File: src/rtl/efuse_pkg.sv
// rtl/efuse_pkg.sv - shared types and constants for the efuse load sequencer
package efuse_pkg;

  typedef enum logic [2:0] {
    ST_IDLE    = 3'd0,
    ST_WAIT    = 3'd1,
    ST_CHECK   = 3'd2,
    ST_RELEASE = 3'd3,
    ST_DONE    = 3'd4,
    ST_ERR     = 3'd5
  } efuse_ctrl_state_e;

  localparam int EFUSE_DW          = 8;
  localparam int EFUSE_DATA_NUM    = 8;
  localparam int EFUSE_TIMEOUT_CYC = 255;
  localparam int EFUSE_MAX_RETRY   = 2;

  localparam logic [EFUSE_DW-1:0] EFUSE_END_MARKER = '1;

endpackage

File: src/rtl/efuse_load_ctrl_if.sv
// rtl/efuse_load_ctrl_if.sv - load handshake between the sequencer and the efuse macro
interface efuse_load_ctrl_if #(
  parameter int DATA_NUM = 8,
  parameter int DW       = 8
);

  logic                   efuse_load_req;
  logic                   efuse_load_done;
  logic                   efuse_reg_update;
  logic [DATA_NUM*DW-1:0] efuse_reg_data;

  modport master (
    output efuse_load_req,
    input  efuse_load_done,
    input  efuse_reg_update,
    input  efuse_reg_data
  );

  modport slave (
    input  efuse_load_req,
    output efuse_load_done,
    output efuse_reg_update,
    output efuse_reg_data
  );

endinterface

File: src/rtl/efuse_ctrl_timer.sv
// rtl/efuse_ctrl_timer.sv - saturating wait-cycle counter with terminal-count flag
module efuse_ctrl_timer #(
  parameter int TIMEOUT_CYC = 255
) (
  input  logic i_clk,
  input  logic i_rst_n,
  input  logic clr,
  input  logic en,
  output logic tc
);

  localparam int            TW      = $clog2(TIMEOUT_CYC);
  localparam logic [TW-1:0] CNT_MAX = '1;
  localparam logic [TW-1:0] CNT_TC  = TW'(TIMEOUT_CYC - 1);

  logic [TW-1:0] cnt;

  // Saturates so a stalled enable can never wrap back below the terminal count.
  always_ff @(posedge i_clk or negedge i_rst_n) begin
    if (!i_rst_n) begin
      cnt <= '0;
    end else if (clr) begin
      cnt <= '0;
    end else if (en && (cnt != CNT_MAX)) begin
      cnt <= cnt + 1'b1;
    end
  end

  assign tc = (cnt == CNT_TC);

endmodule

File: src/rtl/efuse_load_ctrl.sv
// rtl/efuse_load_ctrl.sv - efuse load sequencer with marker check and retry
// EFUSE_LOAD_CTRL_TIMEOUT_EN adds the WAIT timeout path; without it WAIT waits for done forever.
module efuse_load_ctrl
  import efuse_pkg::*;
#(
  parameter int DATA_NUM    = EFUSE_DATA_NUM,
  parameter int DW          = EFUSE_DW,
  parameter int TIMEOUT_CYC = EFUSE_TIMEOUT_CYC,
  parameter int MAX_RETRY   = EFUSE_MAX_RETRY
) (
  input  logic                   i_clk,
  input  logic                   i_rst_n,
  input  logic                   i_start,
  efuse_load_ctrl_if.master      efuse,
  output logic [DATA_NUM*DW-1:0] o_trim_data,
  output logic                   o_trim_vld,
  output logic                   o_busy,
  output logic                   o_done,
  output logic                   o_err,
  output logic [2:0]             o_retry_cnt
);

  localparam logic [DW-1:0] END_MARKER =
    (DW == EFUSE_DW) ? DW'(EFUSE_END_MARKER) : {DW{1'b1}};

  efuse_ctrl_state_e state;
  logic              load_req;
  logic              timeout;
  logic              retry_ok;
  logic              marker_ok;

  assign efuse.efuse_load_req = load_req;
  assign retry_ok  = (o_retry_cnt < 3'(MAX_RETRY));
  assign marker_ok = (o_trim_data[DATA_NUM*DW-1 -: DW] == END_MARKER);

`ifdef EFUSE_LOAD_CTRL_TIMEOUT_EN
  logic timer_tc;

  // Held clear outside WAIT, so every entry into WAIT starts from zero.
  efuse_ctrl_timer #(
    .TIMEOUT_CYC (TIMEOUT_CYC)
  ) u_timer (
    .i_clk   (i_clk),
    .i_rst_n (i_rst_n),
    .clr     (state != ST_WAIT),
    .en      ((state == ST_WAIT) && !efuse.efuse_load_done),
    .tc      (timer_tc)
  );

  assign timeout = (state == ST_WAIT) && !efuse.efuse_load_done && timer_tc;
`else
  assign timeout = 1'b0;
`endif

  always_ff @(posedge i_clk or negedge i_rst_n) begin
    if (!i_rst_n) begin
      state       <= ST_IDLE;
      load_req    <= 1'b0;
      o_trim_data <= '0;
      o_trim_vld  <= 1'b0;
      o_busy      <= 1'b0;
      o_done      <= 1'b0;
      o_err       <= 1'b0;
      o_retry_cnt <= 3'd0;
    end else begin
      case (state)
        ST_IDLE, ST_DONE, ST_ERR: begin
          if (i_start) begin
            state       <= ST_WAIT;
            load_req    <= 1'b1;
            o_busy      <= 1'b1;
            o_done      <= 1'b0;
            o_err       <= 1'b0;
            o_trim_vld  <= 1'b0;
            o_retry_cnt <= 3'd0;
          end
        end
        ST_WAIT: begin
          // A capture takes priority over a timeout landing on the same edge.
          if (efuse.efuse_load_done && efuse.efuse_reg_update) begin
            o_trim_data <= efuse.efuse_reg_data;
            load_req    <= 1'b0;
            state       <= ST_CHECK;
          end else if (timeout) begin
            load_req <= 1'b0;
            if (retry_ok) begin
              state <= ST_RELEASE;
            end else begin
              state  <= ST_ERR;
              o_err  <= 1'b1;
              o_busy <= 1'b0;
            end
          end
        end
        ST_CHECK: begin
          if (marker_ok) begin
            state      <= ST_DONE;
            o_done     <= 1'b1;
            o_trim_vld <= 1'b1;
            o_busy     <= 1'b0;
          end else if (retry_ok) begin
            state <= ST_RELEASE;
          end else begin
            state  <= ST_ERR;
            o_err  <= 1'b1;
            o_busy <= 1'b0;
          end
        end
        ST_RELEASE: begin
          // The macro must see req low long enough to drop done before re-requesting.
          if (!efuse.efuse_load_done) begin
            state       <= ST_WAIT;
            load_req    <= 1'b1;
            o_retry_cnt <= o_retry_cnt + 3'd1;
          end
        end
        default: begin
          state    <= ST_IDLE;
          load_req <= 1'b0;
          o_busy   <= 1'b0;
        end
      endcase
    end
  end

endmodule

File: src/flat_wrapper.sv
// flat-port wrapper written by rule: the top's interface ports become plain ports
module efuse_load_ctrl_flat import efuse_pkg::*;
#(
  parameter int DATA_NUM    = EFUSE_DATA_NUM,
  parameter int DW          = EFUSE_DW,
  parameter int TIMEOUT_CYC = EFUSE_TIMEOUT_CYC,
  parameter int MAX_RETRY   = EFUSE_MAX_RETRY
)
  (i_clk, i_rst_n, i_start, o_trim_data, o_trim_vld, o_busy, o_done, o_err, o_retry_cnt, efuse_efuse_load_req, efuse_efuse_load_done, efuse_efuse_reg_update, efuse_efuse_reg_data);
  efuse_load_ctrl_if #(.DATA_NUM(DATA_NUM), .DW(DW)) efuse_i ();
  input  logic i_clk;
  input  logic i_rst_n;
  input  logic i_start;
  output logic [DATA_NUM*DW-1:0] o_trim_data;
  output logic o_trim_vld;
  output logic o_busy;
  output logic o_done;
  output logic o_err;
  output logic [2:0] o_retry_cnt;
  output wire logic [$bits(efuse_i.efuse_load_req)-1:0] efuse_efuse_load_req;
  input wire logic [$bits(efuse_i.efuse_load_done)-1:0] efuse_efuse_load_done;
  input wire logic [$bits(efuse_i.efuse_reg_update)-1:0] efuse_efuse_reg_update;
  input wire logic [$bits(efuse_i.efuse_reg_data)-1:0] efuse_efuse_reg_data;
  assign efuse_efuse_load_req = efuse_i.efuse_load_req;
  assign efuse_i.efuse_load_done = efuse_efuse_load_done;
  assign efuse_i.efuse_reg_update = efuse_efuse_reg_update;
  assign efuse_i.efuse_reg_data = efuse_efuse_reg_data;
  efuse_load_ctrl #(.DATA_NUM(DATA_NUM), .DW(DW), .TIMEOUT_CYC(TIMEOUT_CYC), .MAX_RETRY(MAX_RETRY)) u_core (.i_clk(i_clk), .i_rst_n(i_rst_n), .i_start(i_start), .efuse(efuse_i), .o_trim_data(o_trim_data), .o_trim_vld(o_trim_vld), .o_busy(o_busy), .o_done(o_done), .o_err(o_err), .o_retry_cnt(o_retry_cnt));
endmodule
File: config.mk
export PLATFORM = sky130hd
export DESIGN_NAME = efuse_load_ctrl_flat
export DESIGN_NICKNAME = d
export VERILOG_FILES = /design/src/rtl/efuse_pkg.sv /design/src/rtl/efuse_load_ctrl_if.sv /design/src/rtl/efuse_ctrl_timer.sv /design/src/rtl/efuse_load_ctrl.sv /design/src/flat_wrapper.sv
export SDC_FILE = /design/constraint.sdc
export NUM_CORES = 1
export LEC_CHECK = 0
export ABC_AREA = 1
export CAP_MARGIN = 20
export CORE_UTILIZATION = 25
export DETAILED_ROUTE_END_ITERATION = 10
export HOLD_SLACK_MARGIN = 0.02
export SLEW_MARGIN = 15
export SYNTH_ARGS = -nofsm -noshare
export SYNTH_HDL_FRONTEND = slang
export SYNTH_SLANG_ARGS = --single-unit
export TNS_END_PERCENT = 1
File: constraint.sdc
create_clock -name i_clk -period 2.8 [get_ports i_clk]
set_input_delay 0.42 -clock i_clk [delete_from_list [all_inputs] [get_ports i_clk]]
set_output_delay 0.42 -clock i_clk [all_outputs]
set_load 0.05 [all_outputs]
After elaboration in Yosys (flattened, before gate mapping) --
Cells that the tools add are included.
Word-level totals: RAM bits 0, register bits 74, bits of input ports 69, ROM bits 0, memories 0, latch bits 0, output and inout port bits 72, logic and storage cells 59
Operators by class: $add $sub $neg 1, mux-type cells 22, eq/ne operators 13, reduce and logical (&&, ||, !) cells 13, divide/modulo/power cells 0, $mul 0, shifts and indexed selects 0, bitwise operators 2, magnitude comparators 1
Operator list (number):
- $mux 3 | 7
- $pmux 3 s4 | 1
- $reduce_and 3->1 | 4
- $mux 1 | 9
- $eq 8x8->1 const B | 1
- $ne 2x2->1 const B | 4
- $reduce_and 4->1 | 2
- $eq 3x2->1 const B | 2
- $eq 3x3->1 const B | 2
- $pmux 3 s2 | 1
- $ne 2x1->1 const B | 2
- $pmux 1 s2 | 2
- $pmux 1 s4 | 1
- $reduce_bool 2->1 | 2
- $add 3x1->3 const B | 1
- $eq 3x1->1 const B | 1
- $logic_not 3->1 | 1
- $lt 3x2->1 const B | 1
- $ne 3x3->1 const B | 1
- $pmux 1 s3 | 1
- $reduce_or 3->1 | 1
- $not 1->1 | 2
- $reduce_and 2->1 | 1
- $reduce_or 2->1 | 1
- $logic_and 1x1->1 | 1

Logic depth before layout (Yosys ltp) --
word-level depth 4, depth in mapped cells 9, depth with buffers taken out 9

Worst setup path before layout --
Ideal clock, no wire load.
kind register to output, start point register u_core.o_trim_vld, end point output o_trim_vld, slack 1476 ps, buffers on the path 1, arrival 904 ps, cell stages (with the launch flop) 2, path through dfrtp_1 > buf_4
RTL lines:
- from (decl) | RTL line efuse_load_ctrl.sv:16 | output logic o_trim_vld,
- from (signal assigned) | RTL line efuse_load_ctrl.sv:60 | o_trim_vld <= 1'b0;
- from (signal assigned) | RTL line efuse_load_ctrl.sv:74 | o_trim_vld <= 1'b0;
- from (signal assigned) | RTL line efuse_load_ctrl.sv:99 | o_trim_vld <= 1'b1;
- to (decl) | RTL line flat_wrapper.sv:15 | output logic o_trim_vld;
No word-level cell between the ends.

Final worst setup path --
start point register u_core.o_retry_cnt[2], end point output o_retry_cnt[2]
RTL lines:
- from (decl) | RTL line efuse_load_ctrl.sv:20 | output logic [2:0] o_retry_cnt
- from (signal assigned) | RTL line efuse_load_ctrl.sv:114 | o_retry_cnt <= o_retry_cnt + 3'd1;
- to (decl) | RTL line flat_wrapper.sv:19 | output logic [2:0] o_retry_cnt;
No word-level cell between the ends.

==> impl_metrics.py <==
metrics = {
    "outcome": {
        "status": "completed",
    },
    "timing": {
        "final.setup.tns_ns": 0,
        "setup_viol": 0,
        "hold_viol": 0,
        "rsz0062_at_grt": "false",
        "relSlewSlack_pct": 38.5,
        "final_period_minus_worst_setup_slack_ns": 1.99,
        "timing.fmax_mhz": 502,
        "clock_skew_ns": 0.00428,
        "setup_ws_ns": 0.808,
        "fin_crit_sh_pct": 71.2,
        "drv_slew": 0,
        "worstMarginPinSlew_ns": 0.922,
    },
    "cells_and_area": {
        "insertedDiodeCount": 0,
        "finalNetCount": 565,
        "final_core_utilization_pct": 41.5,
        "syn2layout_area_growth_pct": 60.7,
        "drive_above_1_share_pct": 5.20,
        "fillCellCount": 1237,
    },
    "grt": {
        "grt_max_degree": 75,
        "grt_pass1_vias": 2863,
        "antenna_found_initial": 0,
        "grt-ovfl-total": 0,
        "grt_pass1_wl_um": 14000,
        "grt_use_total_pct": 13.8,
    },
    "synth": {
        "ys_seq_elements": 74,
        "avgSynthCellArea_um2": 8.65,
        "synth-seq-area-share_pct": 59.2,
        "synth_area_leaders": "dfrtp_1 (59%), nand2_1 (20%), nand3_1 (11%), buf_4 (3.1%), inv_1 (1.1%)",
        "syn-cell-area_mm2": 0.00313,
        "synth-edff-count": 0,
        "yosysTopAreaCell": "dfrtp_1",
        "ys_types": 20,
        "synth_nets": 432,
        "yosys_warnings": 0,
        "ys.flop_type": "dfrtp_1",
        "yosysMostFrequentCell": "nand2_1",
        "async_flop_share_pct": 100,
        "synthTopCellsByCount": "nand2_1 (166), dfrtp_1 (74), nand3_1 (69), buf_4 (13), inv_1 (9)",
        "syn-instance-count": 362,
        "synth_top_area_share_pct": 59.2,
    },
    "clocking": {
        "postCtsSetupRepairBufs": 0,
        "cts_tree": "yes",
        "ctsHoldBuffers": 0,
        "h-tree-depth": 3,
        "ctsResizeCount": 0,
        "cts_buffer_depth": 2,
        "cts_made_buffers": 9,
        "cts.sinks": 74,
        "clock_latency_ns": 0.33,
        "cts_root_buffer": "clkbuf_16",
        "clk_pin_slew_ns": 0.06,
    },
    "worst_setup_path": {
        "cp.required_ns": 2.38,
        "cp_top_family": "buffers and inverters",
        "crit_start": "u_core.o_retry_cnt[2]$_DFFE_PN0P_",
        "path_buf_inv": 1,
        "timing.rr.start": "u_core.state[2]$_DFFE_PN0P_",
        "crit_path_top_delay_cell": "clkdlybuf4s50_1",
        "max_stage_delay_ns": 0.84,
        "crit_type": "flop to output pin",
        "critPathArrivalTime_ns": 1.57,
        "cp-start-kind": "flop",
        "r2r_cells": 6,
        "cp.depth": 1,
        "end_kind": "output pin",
        "crit_fanout": 4,
        "worstPathCellList": "clkdlybuf4s50_1",
        "reg2reg_slack_ns": 1.16,
    },
    "detailed_routing": {
        "antenna_left": 0,
        "drt-total-wl_um": 8550,
        "drc": 0,
        "vias": 2845,
        "wire_per_inst_um": 12.8,
        "drtIter0Drc": 134,
        "viasPerCell": 4.26,
        "first_pass_iters": 4,
    },
    "pwr": {
        "p_switching_w": 0.00322,
        "clkPwrFrac_pct": 21.0,
        "internal-power_w": 0.00372,
        "pwr-share-seq_pct": 26.6,
        "comb_power_share_pct": 52.4,
        "power.leakage_nw": 2.42,
        "p_sw_share_pct": 46.4,
        "max-vdd-ir-drop_mv": 0.830,
        "p_per_area_mw_per_mm2": 1380,
    },
    "floorplanning": {
        "initial_utilization_pct": 25.8,
        "coreArea_mm2": 0.0121,
        "fp.dieArea_mm2": 0.0130,
        "die_x_um": 114,
        "io_pins": 141,
        "die_h_um": 114,
        "num_rows": 40,
    },
    "placement": {
        "place_congestion": 0.802,
        "io_buffers": 140,
        "pre_cts_slack_ns": 0.568,
        "dpl.hpwl_um": 5730,
    },
    "flow_run": {
        "maxCapViolations": 0,
    },
    "hold_path": {
        "hold_path.class": "input pin to asynchronous set/reset pin",
    },
}
## cells by family (layout without fill, tap and decap cells)
kind of cell / count (synthesis) / in the layout / synth area share (%)
flops: 74 / 74 / 59.2
simple gates: 250 / 250 / 34.0
fa+ha+maj: 1 / 1 / 0.400
buf+inv: 31 / 169 / 5.39
xor+xnor: 1 / 1 / 0.280
compound gates: 5 / 5 / 0.799
## placed cells by master, fill, tap and decap left out
cell type        Yosys  routed
buf_12               0       1
buf_4               13       3
bufinv_16            0       4
clkbuf_16            0       9
clkbuf_8             0       3
clkdlybuf4s50_1      0     139
dfrtp_1             74      74
ha_1                 1       1
inv_1                9       8
inv_2                1       2
nand2_1            166     166
nand2_2              1       1
nand2_4              1       1
nand3_1             69      69
nand3b_1             1       1
nand4_1              2       2
nor2_1               8       8
nor2_4               1       1
nor3_4               1       1
o21ai_0              4       4
o21ai_1              1       1
xor2_1               1       1
## per-stage QoR
stage                     area [µm²]  cells  hold slack [ns]  total power, W
after floorplan                 3130    362            0.124         0.00427
after global placement          4640    652            0.453         0.00549
after detailed placement        4640    652            0.458         0.00553
after CTS                       5030    668            0.278         0.00703
after global routing            5030    668            0.326         0.00732
final                           5030    668            0.248         0.00693
## layer usage
layer	vias to the layer above	track usage [%]	share of wire, %
met5	-	0	0
met4	0	5.97	1.5
met3	10	3.77	7.3
met2	95	22.1	46
met1	1320	17.5	46
li1	1420	-	-
## layout make-up
class                      instances  area [µm²]  area share (%)
clock buffer                      12         267            5.30
clock inverter                     4         120            2.39
inverter                          10        37.5           0.746
tap                              168         210            4.18
multi-input combinational        257        1110            22.1
timing repair buffer             143        1430            28.5
sequential                        74        1850            36.8
## final timing paths
kind	endpoint
worst max register to register	u_core.o_trim_data[26]$_DFFE_PN0P_
max in group asynchronous	u_core.o_trim_data[10]$_DFFE_PN0P_
worst max-delay path	o_retry_cnt[2]
min in group i_clk	u_core.o_trim_data[47]$_DFFE_PN0P_
worst min-delay path	u_core.o_trim_data[24]$_DFFE_PN0P_
worst min register to register	u_core.o_trim_data[47]$_DFFE_PN0P_
## power by group through the flow
stage | Combinational, W | Clock (W) | Sequential [W]
6_report | 0.00363 | 0.00145 | 0.00185
5_1_grt | 0.00386 | 0.00155 | 0.00191
4_1_cts | 0.00367 | 0.00150 | 0.00186
3_5_place_dp | 0.00367 | 0 | 0.00186
3_3_place_gp | 0.00363 | 0 | 0.00186
2_1_floorplan | 0.000832 | 0 | 0.00344
## registers in the layout, indices dropped and copies added, names as in the netlist
signal                       flops
u_core.o_retry_cnt               3
u_core.o_trim_data              64
u_core.efuse.efuse_load_req      1
u_core.o_busy                    1
u_core.state                     3
u_core.o_err                     1
u_core.o_trim_vld                1
Power figures use the tool's default switching activity.
